File: src/rtl/rx_frame_assembler.sv
// Command-frame assembler: collects operand1, operand2 and opcode bytes from the
// UART receiver and holds the finished command on a valid/ready handshake.
module rx_frame_assembler #(
    parameter int unsigned DATA_BITS      = 8,
    parameter int unsigned OPERAND_BYTES  = 2,
    parameter int unsigned OPCODE_BITS    = 6,
    parameter int unsigned TIMEOUT_CYCLES = 1000
) (
    input  logic                               i_clk,
    input  logic                               i_rst,
    input  logic                               i_data_ready,
    input  logic [DATA_BITS-1:0]               i_data,
    input  logic                               i_ready,
    output logic [DATA_BITS*OPERAND_BYTES-1:0] o_operand1,
    output logic [DATA_BITS*OPERAND_BYTES-1:0] o_operand2,
    output logic [OPCODE_BITS-1:0]             o_opcode,
    output logic                               o_valid,
    output logic                               o_busy,
    output logic                               o_overrun,
    output logic                               o_timeout
);

    localparam int unsigned W  = DATA_BITS * OPERAND_BYTES;
    localparam int unsigned IW = (OPERAND_BYTES > 1) ? $clog2(OPERAND_BYTES) : 1;
    localparam int unsigned CW = (TIMEOUT_CYCLES > 1) ? $clog2(TIMEOUT_CYCLES) : 1;
    localparam logic [IW-1:0] LAST_IDX = IW'(OPERAND_BYTES - 1);
    localparam logic [CW-1:0] IDLE_MAX = CW'((TIMEOUT_CYCLES > 0) ? TIMEOUT_CYCLES - 1 : 0);

    typedef enum logic [1:0] {S_OP1, S_OP2, S_OPC, S_HOLD} state_t;

    state_t                 state_q;
    logic [IW-1:0]          idx_q;
    logic [CW-1:0]          idle_q;
    logic                   prev_q;
    logic [W-1:0]           op1_sh_q, op2_sh_q;
    logic [W-1:0]           op1_q, op2_q;
    logic [OPCODE_BITS-1:0] opc_q;
    logic                   valid_q, overrun_q, timeout_q;

    logic byte_ev, busy, accept, timeout_hit;

    assign byte_ev     = i_data_ready & ~prev_q;
    assign busy        = ((state_q == S_OP1) && (idx_q != '0)) ||
                         (state_q == S_OP2) || (state_q == S_OPC);
    assign accept      = valid_q & i_ready;
    assign timeout_hit = (TIMEOUT_CYCLES != 0) && busy && (idle_q == IDLE_MAX);

    always_ff @(posedge i_clk) begin
        if (i_rst) begin
            state_q   <= S_OP1;
            idx_q     <= '0;
            idle_q    <= '0;
            prev_q    <= 1'b1;
            op1_sh_q  <= '0;
            op2_sh_q  <= '0;
            op1_q     <= '0;
            op2_q     <= '0;
            opc_q     <= '0;
            valid_q   <= 1'b0;
            overrun_q <= 1'b0;
            timeout_q <= 1'b0;
        end else begin
            prev_q    <= i_data_ready;
            overrun_q <= 1'b0;
            timeout_q <= 1'b0;
            // Counter wrap past IDLE_MAX is harmless: the abort leaves busy low next cycle.
            if (byte_ev || !busy)
                idle_q <= '0;
            else
                idle_q <= idle_q + 1'b1;

            case (state_q)
                S_OP1: begin
                    if (byte_ev) begin
                        for (int unsigned b = 0; b < OPERAND_BYTES; b++)
                            if (idx_q == IW'(b))
                                op1_sh_q[b*DATA_BITS +: DATA_BITS] <= i_data;
                        if (idx_q == LAST_IDX) begin
                            state_q <= S_OP2;
                            idx_q   <= '0;
                        end else begin
                            idx_q <= idx_q + 1'b1;
                        end
                    end else if (timeout_hit) begin
                        idx_q     <= '0;
                        timeout_q <= 1'b1;
                    end
                end
                S_OP2: begin
                    if (byte_ev) begin
                        for (int unsigned b = 0; b < OPERAND_BYTES; b++)
                            if (idx_q == IW'(b))
                                op2_sh_q[b*DATA_BITS +: DATA_BITS] <= i_data;
                        if (idx_q == LAST_IDX) begin
                            state_q <= S_OPC;
                            idx_q   <= '0;
                        end else begin
                            idx_q <= idx_q + 1'b1;
                        end
                    end else if (timeout_hit) begin
                        state_q   <= S_OP1;
                        idx_q     <= '0;
                        timeout_q <= 1'b1;
                    end
                end
                S_OPC: begin
                    if (byte_ev) begin
                        op1_q   <= op1_sh_q;
                        op2_q   <= op2_sh_q;
                        opc_q   <= i_data[OPCODE_BITS-1:0];
                        valid_q <= 1'b1;
                        state_q <= S_HOLD;
                    end else if (timeout_hit) begin
                        state_q   <= S_OP1;
                        idx_q     <= '0;
                        timeout_q <= 1'b1;
                    end
                end
                S_HOLD: begin
                    if (accept) begin
                        valid_q <= 1'b0;
                        if (byte_ev) begin
                            // A byte coinciding with acceptance starts the next frame.
                            op1_sh_q[DATA_BITS-1:0] <= i_data;
                            if (OPERAND_BYTES == 1) begin
                                state_q <= S_OP2;
                                idx_q   <= '0;
                            end else begin
                                state_q <= S_OP1;
                                idx_q   <= IW'(1);
                            end
                        end else begin
                            state_q <= S_OP1;
                            idx_q   <= '0;
                        end
                    end else if (byte_ev) begin
                        overrun_q <= 1'b1;
                    end
                end
                default: begin
                    state_q <= S_OP1;
                    idx_q   <= '0;
                end
            endcase
        end
    end

    assign o_operand1 = op1_q;
    assign o_operand2 = op2_q;
    assign o_opcode   = opc_q;
    assign o_valid    = valid_q;
    assign o_busy     = busy;
    assign o_overrun  = overrun_q;
    assign o_timeout  = timeout_q;

endmodule

File: config.mk
export PLATFORM = sky130hd
export DESIGN_NAME = rx_frame_assembler
export DESIGN_NICKNAME = d
export VERILOG_FILES = /design/src/rtl/rx_frame_assembler.sv
export SDC_FILE = /design/constraint.sdc
export NUM_CORES = 1
export LEC_CHECK = 0
export CELL_PAD_IN_SITES_DETAIL_PLACEMENT = 2
export CELL_PAD_IN_SITES_GLOBAL_PLACEMENT = 2
export CORE_ASPECT_RATIO = 0.7
export CORE_MARGIN = 4
export CORE_UTILIZATION = 34
export CTS_CLUSTER_DIAMETER = 200
export DETAILED_ROUTE_END_ITERATION = 10
export PLACE_DENSITY_LB_ADDON = 0.1
export REMOVE_ABC_BUFFERS = 1
export SLEW_MARGIN = 5
export SYNTH_ARGS = -nofsm -noshare
export SYNTH_HDL_FRONTEND = slang
export SYNTH_SLANG_ARGS = --single-unit
File: constraint.sdc
create_clock -name i_clk -period 3.9 [get_ports i_clk]
set_input_delay 0.78 -clock i_clk [delete_from_list [all_inputs] [get_ports i_clk]]
set_output_delay 0.78 -clock i_clk [all_outputs]
set_load 0.005 [all_outputs]
# After elaboration in Yosys (flattened, before gate mapping)
# Index checks and enable logic that the tools add are counted.
# classes
addsub	2
n_eq_ne	12
n_mux	24
n_bitwise	6
n_reduce_logical	22
# ops
cell	count
two-way mux 8 bit	4
one-hot mux 8 bit (2 select lines)	1
two-way mux 2 bit	7
inequality test 2 bit, second input constant	7
AND reduction 3 bit	4
adder 10 x 1 -> 10 bit, second input constant	1
== test 10 bit, second input constant	1
two-way mux 1 bit	9
OR reduction 3 bit	3
one-hot mux 2 bit (4 select lines)	1
AND reduction 5 bit	1
== test 2 bit, second input constant	2
inverter 1 bit	4
AND reduction 2 bit	2
AND reduction 4 bit	1
nonzero test 2 bit	2
OR reduction 2 bit	2
logical OR 1 bit	3
inequality test 3 bit, second input constant	1
one-hot mux 1 bit (3 select lines)	1
bitwise AND 1 bit	2
== test 2 x 1 -> 1 bit, second input constant	1
logical AND 1 bit	2
zero test 2 bit	1
3 further kinds	3
# word_totals
ff_bits	87
input_bits	12
output_inout_bits	42

# Logic depth before layout (Yosys ltp)
# Gate-level depths: netlist of the first run.
# depth
depth_word	8
ltp_mapped	7
ltp_nobuf	5

# Worst setup path after synthesis of the first run
# OpenSTA, ideal clock, no wires.
# synth_timing
kind	input port to flip-flop
start	input port i_data_ready
end	register op2_sh_q[10]
arrival_ns	1.647
required_time_ns	3.772
setup_slack_ns	2.125
path_stages	6
path_buffers	2
path_cell_list	nor2b_1 > buf_2 > and3_2 > buf_2 > mux2i_1 > nor2_1
# synth_via
elab_chain_cells	2
# synth_rtl
item	line_no	text
from (decl)	11	input logic i_data_ready,
bitwise AND 1 bit	42	assign byte_ev = i_data_ready & ~prev_q;
AND reduction 3 bit (no line)	n/a	
to (signal, indexed assignment)	93	op2_sh_q[b*DATA_BITS +: DATA_BITS] <= i_data;
to (decl)	35	logic [W-1:0] op1_sh_q, op2_sh_q;
# No other way between the ends.
# A chain may end at the register's enable or synchronous reset.

# Final worst setup path of the first run
# layout_timing
start	register state_q[1]
end	output port o_busy
# layout_via
elab_chain_cells	4
word_cells_on_any_way	6
classes_between	eq/ne: 2; reduce/logical: 4
# layout_rtl
item	line_no	text
from (decl)	31	state_t state_q;
from (signal assigned)	50	state_q <= S_OP1;
from (signal assigned)	79	state_q <= S_OP2;
from (signal assigned)	95	state_q <= S_OPC;
zero test 2 bit	43	assign busy = ((state_q == S_OP1) && (idx_q != '0)) ||
logical AND 1 bit	43	
logical OR 1 bit	43	
logical OR 1 bit *	44	(state_q == S_OP2) || (state_q == S_OPC);
to (decl)	18	output logic o_busy,
# Mark *: on every way between the ends. The rest lies on a longest branch, timed or not.

==> flow_metrics.env, run 1 <==
export IMPL_run_status="complete, no violations"
export IMPL_postLayoutSetupSlackWorst_ns=1.272
export IMPL_ys_ff_latch=87
export IMPL_cellPowerDensity_mw_per_mm2=450.5
export IMPL_achievable_frequency_mhz=380.5
export IMPL_synth_top_cell_area_share_pct=53.46
export IMPL_synth_most_common_cell="nand2_1"
export IMPL_cts_resized=0
export IMPL_die_height_um=89.90
export IMPL_detail_route_antenna_nets=0
export IMPL_yosys_area_share_xor_xnor_pct=2.151
export IMPL_vdd_ir_drop_worst_mv=0.2533
export IMPL_crit_path_capture="o_busy"
export IMPL_worstReg2RegEnd="op2_sh_q[14]"
export IMPL_path_class="reg -> out"
export IMPL_post_dp_hpwl_um=5750
export IMPL_cts_root_buffer_cell="clkbuf_16"
export IMPL_total_wire_length_um=8961
export IMPL_place_inst=532
export IMPL_cap_viol_max_count=0
export IMPL_initial_utilization_pct=35.35
export IMPL_netlist_top_cell_by_area="dfxtp_1"
export IMPL_worst_path_max_delay_cell="dfxtp_1"
export IMPL_combinational_family_with_the_most_area_after_synthesis="simple AND/OR/NAND/NOR gates"
export IMPL_htree_levels=3
export IMPL_min_period_over_period_pct=67.38
export IMPL_finClkSkew_ns=0.006688
export IMPL_utilization_pct=45.19
export IMPL_cp_endpoint_kind="output pin"
export IMPL_hold_path_class="reg -> reg"
export IMPL_placement_setup_worst_slack_ns=1.120
export IMPL_final_cell_count_no_fill=548
export IMPL_drive_gt1_share_pct=7.075
export IMPL_core_region_area_sq_mm=0.009216
export IMPL_synthTopCellsByCount="nand2_1 (94), dfxtp_1 (87), a21oi_1 (49), nor2_1 (39), mux2i_1 (24)"
export IMPL_fill_cells=1018
export IMPL_slew_violations=0
export IMPL_synth_simple_gate_area_share_pct=22.12
export IMPL_setup_total_negative_slack_ns=0
export IMPL_globalRoute_totalOverflow=0
export IMPL_worstPathMaxFanout=14
export IMPL_total_power_mw=1.877
export IMPL_drt_first_pass_iters=4
export IMPL_cts_num_sinks=87
export IMPL_hold_buffers=0
export IMPL_nNetsFinal=432
export IMPL_worst_endpoint_required_ns=3.12
export IMPL_postSynthAreaPerCell_sq_um=8.688
export IMPL_post_drt_via_cell_ratio=4.956
export IMPL_portBuffers=53
export IMPL_min_period_ns=2.628
export IMPL_num_rows=29
export IMPL_async_flop_share_pct=0
export IMPL_cts_clk_slew_worst_paths_ns=0.06
export IMPL_fp_dieArea_sq_mm=0.01124
export IMPL_die_width_um=125
export IMPL_seq_total_area_yosys_pct=53.46
export IMPL_synth_distinct_cells=36
export IMPL_post_cts_setup_buffers=0
export IMPL_r2r_setup_slack_ns=2.04
export IMPL_placer_congestion_estimate=0.7726
export IMPL_antenna_found_initial=0
export IMPL_worstPathCellList="or3_4 > nand2_1 > inv_1 > clkdlybuf4s50_1"
export IMPL_synth_edff_count=0
export IMPL_final_hold_vios=0
export IMPL_synth_fa_ha_area_share_pct=0.3840
export IMPL_grt_pass1_vias=2962
export IMPL_grt_setup_unrepaired="no"
export IMPL_max_slew_headroom_pct=64.25
export IMPL_antennaDiodeCount=0
export IMPL_crit_path_max_cell_delay_ns=0.47
export IMPL_drt_first_iter_violations=109
export IMPL_synth_cell_area_sq_mm=0.003258
export IMPL_grt_start_max_net_pins=56
export IMPL_clock_tree_buffer_depth=2
export IMPL_global_route_wire_length_before_repair_um=15240
export IMPL_reg2reg_from="state_q[0]"
export IMPL_cts_tree="built"
export IMPL_avgRoutedWirePerCell_um=16.35
export IMPL_grt_util_all_layers_pct=16.65
export IMPL_report_final_setup_viol=0
export IMPL_synth_mux_area_fraction_pct=7.373
export IMPL_io_pin_count=54
export IMPL_worst_r2r_cell_count=5
export IMPL_synthesis_yosys_warnings=0
export IMPL_ys_top_cells_by_area="dfxtp_1 (53%), nand2_1 (11%), a21oi_1 (7.5%), mux2i_1 (7.4%), nor2_1 (4.5%)"
export IMPL_static_leakage_power_nw=1.445
export IMPL_startpoint_type_of_the_worst_setup_path="flip-flop"
export IMPL_synthToLayoutAreaGrowth_pct=27.84
export IMPL_critPathLaunch="state_q[1]"
export IMPL_tightest_slew_ns=0.5351
export IMPL_holdPathStages=2
export IMPL_num_vias=2716
export IMPL_total_clock_buffers_created_by_cts=9
export IMPL_synth_compound_gate_area_share_pct=10.29
export IMPL_syn_inst=375
export IMPL_timing_critical_path_arrival_ns=1.85
export IMPL_synth_ff_type="dfxtp_1"
export IMPL_drc=0
export IMPL_clk_insertion_delay_late_ns=0.33
==> logic make-up (layout without fill, tap and decap cells) <==
kind of cell,count (synthesis),after routing
AOI/OAI and AO/OA,60,60
xor gates and xnor gates,8,8
adders and majority gates,1,1
and+or+nand+nor,166,166
muxes,24,24
buffers and inverters,29,78
DFF,87,87
==> layer usage <==
layer	track usage (%)	up-vias	part of all wire (%)
met5	0	-	0
met4	4.603	0	0.56
met3	5.154	4	3.3
met2	27.06	47	48
met1	21.47	1342	48
li1	-	1323	-
==> how the worst min path moves through the flow <==
| stage | startpoint | endpoint |
|---|---|---|
| 6_report | o_operand1[4] | o_operand1[4] |
| 5_1_grt | o_operand1[7] | o_operand1[7] |
| 4_1_cts | o_operand1[4] | o_operand1[4] |
| 3_5_place_dp | op1_sh_q[0] | o_operand1[0] |
| 3_3_place_gp | idle_q[0] | idle_q[0] |
| 2_1_floorplan | idle_q[0] | idle_q[0] |
==> sequential cells by signal (all words and copies together) (netlist names) <==
register,flops
idx_q,1
o_operand1,16
o_operand2,16
op2_sh_q,16
prev_q,1
idle_q,10
o_timeout,1
o_valid,1
o_overrun,1
o_opcode,6
op1_sh_q,16
state_q,2
==> cell type report <==
type | count | area [sq um] | area share [%]
multi-input cells | 259 | 1379 | 33.10
repair buffers | 58 | 575.6 | 13.82
clock inverters | 6 | 60.06 | 1.442
inverters | 4 | 15.01 | 0.3605
flip-flops and latches | 87 | 1742 | 41.81
well taps | 124 | 155.1 | 3.725
clock buffers | 10 | 239.0 | 5.737
==> cells in the final DEF (no fill, tap or decap), drive strengths merged, types with 2 or more instances in the layout <==
cell / netlist / routed
dfxtp: 87 / 87
nand4: 2 / 2
o21ai: 2 / 2
inv: 4 / 4
clkdlybuf4s50: 0 / 52
nand2b: 2 / 2
nor3: 5 / 5
and3: 3 / 3
a21oi: 50 / 50
buf: 14 / 6
clkinvlp: 0 / 2
mux2i: 24 / 24
or3: 2 / 2
clkbuf: 11 / 10
xnor2: 6 / 6
nor2: 39 / 39
xor2: 2 / 2
clkinv: 0 / 3
nor2b: 2 / 2
nand3: 14 / 14
a21o: 2 / 2
nand2: 94 / 94
==> through the flow <==
step / instance area (sq um) / hold WS [ns]
detailed placement: 3866 / 0.4488
finish: 4165 / 0.4538
global route: 4165 / 0.4796
global placement: 3866 / 0.4270
floorplan: 3136 / 0.4179
CTS: 4165 / 0.4580
==> where the power goes <==
group / internal, mW / leakage [nW] / switching (mW) / total (mW)
clock network: 0.510 / 0.144 / 0.349 / 0.859
logic: 0.0424 / 0.599 / 0.0603 / 0.103
registers: 0.899 / 0.702 / 0.0153 / 0.915
==> worst max-delay path, delay by kind of cell (launching register included) <==
kind          cells  cell delay (ns)
buf+inv           2             0.49
flops             1             0.47
simple gates      2             0.57
Power figures use the tool's default switching activity.
==> run 2: changes to the inputs <==
Settings changed: CORE_UTILIZATION 34 to 31.
Clock period 3.9 ns to 2.71 ns, I/O delays scaled along.
==> run 2 against run 1 <==
Against the previous run: sequential share of layout area decreased by 0.26 points; clock skew about the same; combinational power increased by 42%; global-route usage decreased by 0.94 points; first-iteration DRC count decreased by 10%; cell area increased by 0.63%; wire length decreased by 0.90%; core utilization decreased by 4.6 points; count of clock-buffer cells in the layout increased by 1; critical path type unchanged; largest cell class unchanged; largest power group unchanged; highest routed layer unchanged.
==> flow_metrics.env, run 2 (synthesis gave the netlist of run 1 again) <==
export IMPL_crit_path_max_cell_delay_ns=0.65
export IMPL_r2r_setup_slack_ns=0.86
export IMPL_max_slew_headroom_pct=63.69
export IMPL_cap_viol_max_count=0
export IMPL_final_hold_vios=0
export IMPL_fp_dieArea_sq_mm=0.01224
export IMPL_fin_area_sq_mm=0.004192
export IMPL_drive_gt1_share_pct=7.277
export IMPL_antenna_found_initial=0
export IMPL_antennaDiodeCount=0
export IMPL_global_route_wire_length_before_repair_um=15030
export IMPL_grt_start_max_net_pins=43
export IMPL_grt_pass1_vias=2967
export IMPL_hold_path_class="reg -> reg"
export IMPL_globalRouteMet2Util_pct=24.79
export IMPL_total_clock_buffers_created_by_cts=9
export IMPL_initial_utilization_pct=31.58
export IMPL_grt_met1_usage_pct=20.85
export IMPL_clk_insertion_delay_late_ns=0.34
export IMPL_finClkSkew_ns=0.006985
export IMPL_grt_setup_unrepaired="no"
export IMPL_io_pin_count=54
export IMPL_timing_critical_path_arrival_ns=1.84
export IMPL_cellPowerDensity_mw_per_mm2=647.1
export IMPL_timing_critical_path_max_delay_family="flip-flops"
export IMPL_mostFrequentLayoutCells="nand2_1 (94), dfxtp_1 (87), clkdlybuf4s50_1 (52)"
export IMPL_cts_tree="built"
export IMPL_slew_violations=0
export IMPL_num_vias=2741
export IMPL_internal_power_mw=2.093
export IMPL_holdCritStartpoint="op2_sh_q[0]"
export IMPL_clock_power_share_pct=46.1
export IMPL_critPathLaunch="state_q[1]"
export IMPL_worstReg2RegEnd="op1_sh_q[4]"
export IMPL_report_final_setup_viol=0
export IMPL_utilization_pct=40.63
export IMPL_globalRoute_totalOverflow=0
export IMPL_critical_path_n_buffers_inverters=2
export IMPL_cts_resized=0
export IMPL_cts_num_sinks=87
export IMPL_cp_endpoint_kind="output pin"
export IMPL_power_share_of_the_sequential_group_pct=48.5
export IMPL_setup_total_negative_slack_ns=0
export IMPL_path_class="reg -> out"
export IMPL_avgRoutedWirePerCell_um=15.91
export IMPL_most_frequent_standard_cell_in_the_layout_excluding_fill_and_tap_cells="nand2_1"
export IMPL_worst_r2r_cell_count=4
export IMPL_min_period_over_period_pct=88.01
export IMPL_whs_endpoint="o_operand2[0]"
export IMPL_drc=0
export IMPL_hold_buffers=0
export IMPL_detail_route_antenna_nets=0
export IMPL_tightest_slew_ns=0.5434
export IMPL_startpoint_type_of_the_worst_setup_path="flip-flop"
export IMPL_portBuffers=53
export IMPL_total_switching_power_uw=618.8
export IMPL_die_width_um=130.5
export IMPL_htree_levels=3
export IMPL_core_region_area_sq_mm=0.01032
export IMPL_clock_tree_buffer_depth=2
export IMPL_fill_cells=1163
export IMPL_total_wire_length_um=8880
export IMPL_reg2reg_from="state_q[1]"
export IMPL_worst_path_max_delay_cell="dfxtp_1"
export IMPL_cts_clk_slew_worst_paths_ns=0.06
export IMPL_vdd_ir_drop_worst_mv=0.3309
export IMPL_worstPathMaxFanout=14
export IMPL_power_share_switching_pct=22.81
export IMPL_detailed_place_area_sq_mm=0.003891
export IMPL_achievable_frequency_mhz=419.3
export IMPL_routing_layer_with_the_top_usage_in_global_route="met2"
export IMPL_die_height_um=93.78
export IMPL_total_power_mw=2.712
export IMPL_placer_congestion_estimate=0.7306
export IMPL_holdPathStages=2
export IMPL_synthToLayoutAreaGrowth_pct=28.65
export IMPL_grt_util_all_layers_pct=15.71
export IMPL_nNetsFinal=434
export IMPL_static_leakage_power_nw=1.447
export IMPL_cts_root_buffer_cell="clkbuf_16"
export IMPL_worstPathCellList="or3_4 > nand2_1 > inv_1 > clkdlybuf4s50_1"
export IMPL_min_period_ns=2.385
export IMPL_power_frac_comb_pct=5.4
export IMPL_drt_first_iter_violations=98
export IMPL_worst_endpoint_required_ns=2.17
export IMPL_drt_first_pass_iters=4
export IMPL_met3_usage_pct=4.148
export IMPL_run_status="complete, no violations"
export IMPL_post_drt_via_cell_ratio=4.912
export IMPL_post_cts_setup_buffers=0
export IMPL_num_rows=31
export IMPL_post_dp_hpwl_um=5869
run 2: final cells by class:
cell class	count	area, sq um	share of cell area, %
clock buffers	11	242.7	5.791
clock inverters	5	57.56	1.373
inverters	4	15.01	0.3582
multi-input cells	259	1379	32.90
flip-flops and latches	87	1742	41.55
well taps	132	165.2	3.940
repair buffers	60	590.6	14.09
run 2: power groups by stage:
stage                     Sequential (mW)  Combinational, mW  Clock (mW)
after floorplan                      1.34             0.0650           0
after global placement               1.34              0.146           0
after detailed placement             1.34              0.148           0
after CTS                            1.32              0.149        1.30
after global routing                 1.32              0.164        1.35
final                                1.32              0.146        1.25
run 2: per-stage QoR:
step	hold slack [ns]	setup WS (ns)	std cells
floorplan	0.4179	0.6824	350
global placement	0.4282	0.4593	542
detailed placement	0.4472	0.3981	542
CTS	0.4597	0.3028	558
global route	0.4785	0.2256	558
finish	0.4499	0.3250	558
run 2: how the worst max path moves through the flow:
| stage | slack, ns | cells after the start | end |
|---|---|---|---|
| after floorplan | 0.68 | 4 | o_opcode[0] |
| after global routing | 0.23 | 4 | o_busy |
| final | 0.33 | 4 | o_busy |
| after detailed placement | 0.40 | 7 | o_operand2[12] |
| after CTS | 0.30 | 4 | o_busy |
| after global placement | 0.46 | 6 | op1_sh_q[10] |
run 2: layer usage:
metal	share of wire [%]	vias to the layer above	routed length (um)
met5	0	-	0
met2	46	44	4089
met3	3.1	9	273
met4	1.2	0	108
met1	50	1364	4409
li1	-	1324	-
run 2: worst reg2reg max path, cell delays in order (launching register included):
cell     delay (ns)
dfxtp_1        0.48
or3_4          0.47
a21oi_4        0.47
mux2i_1        0.27
nor2_1         0.05
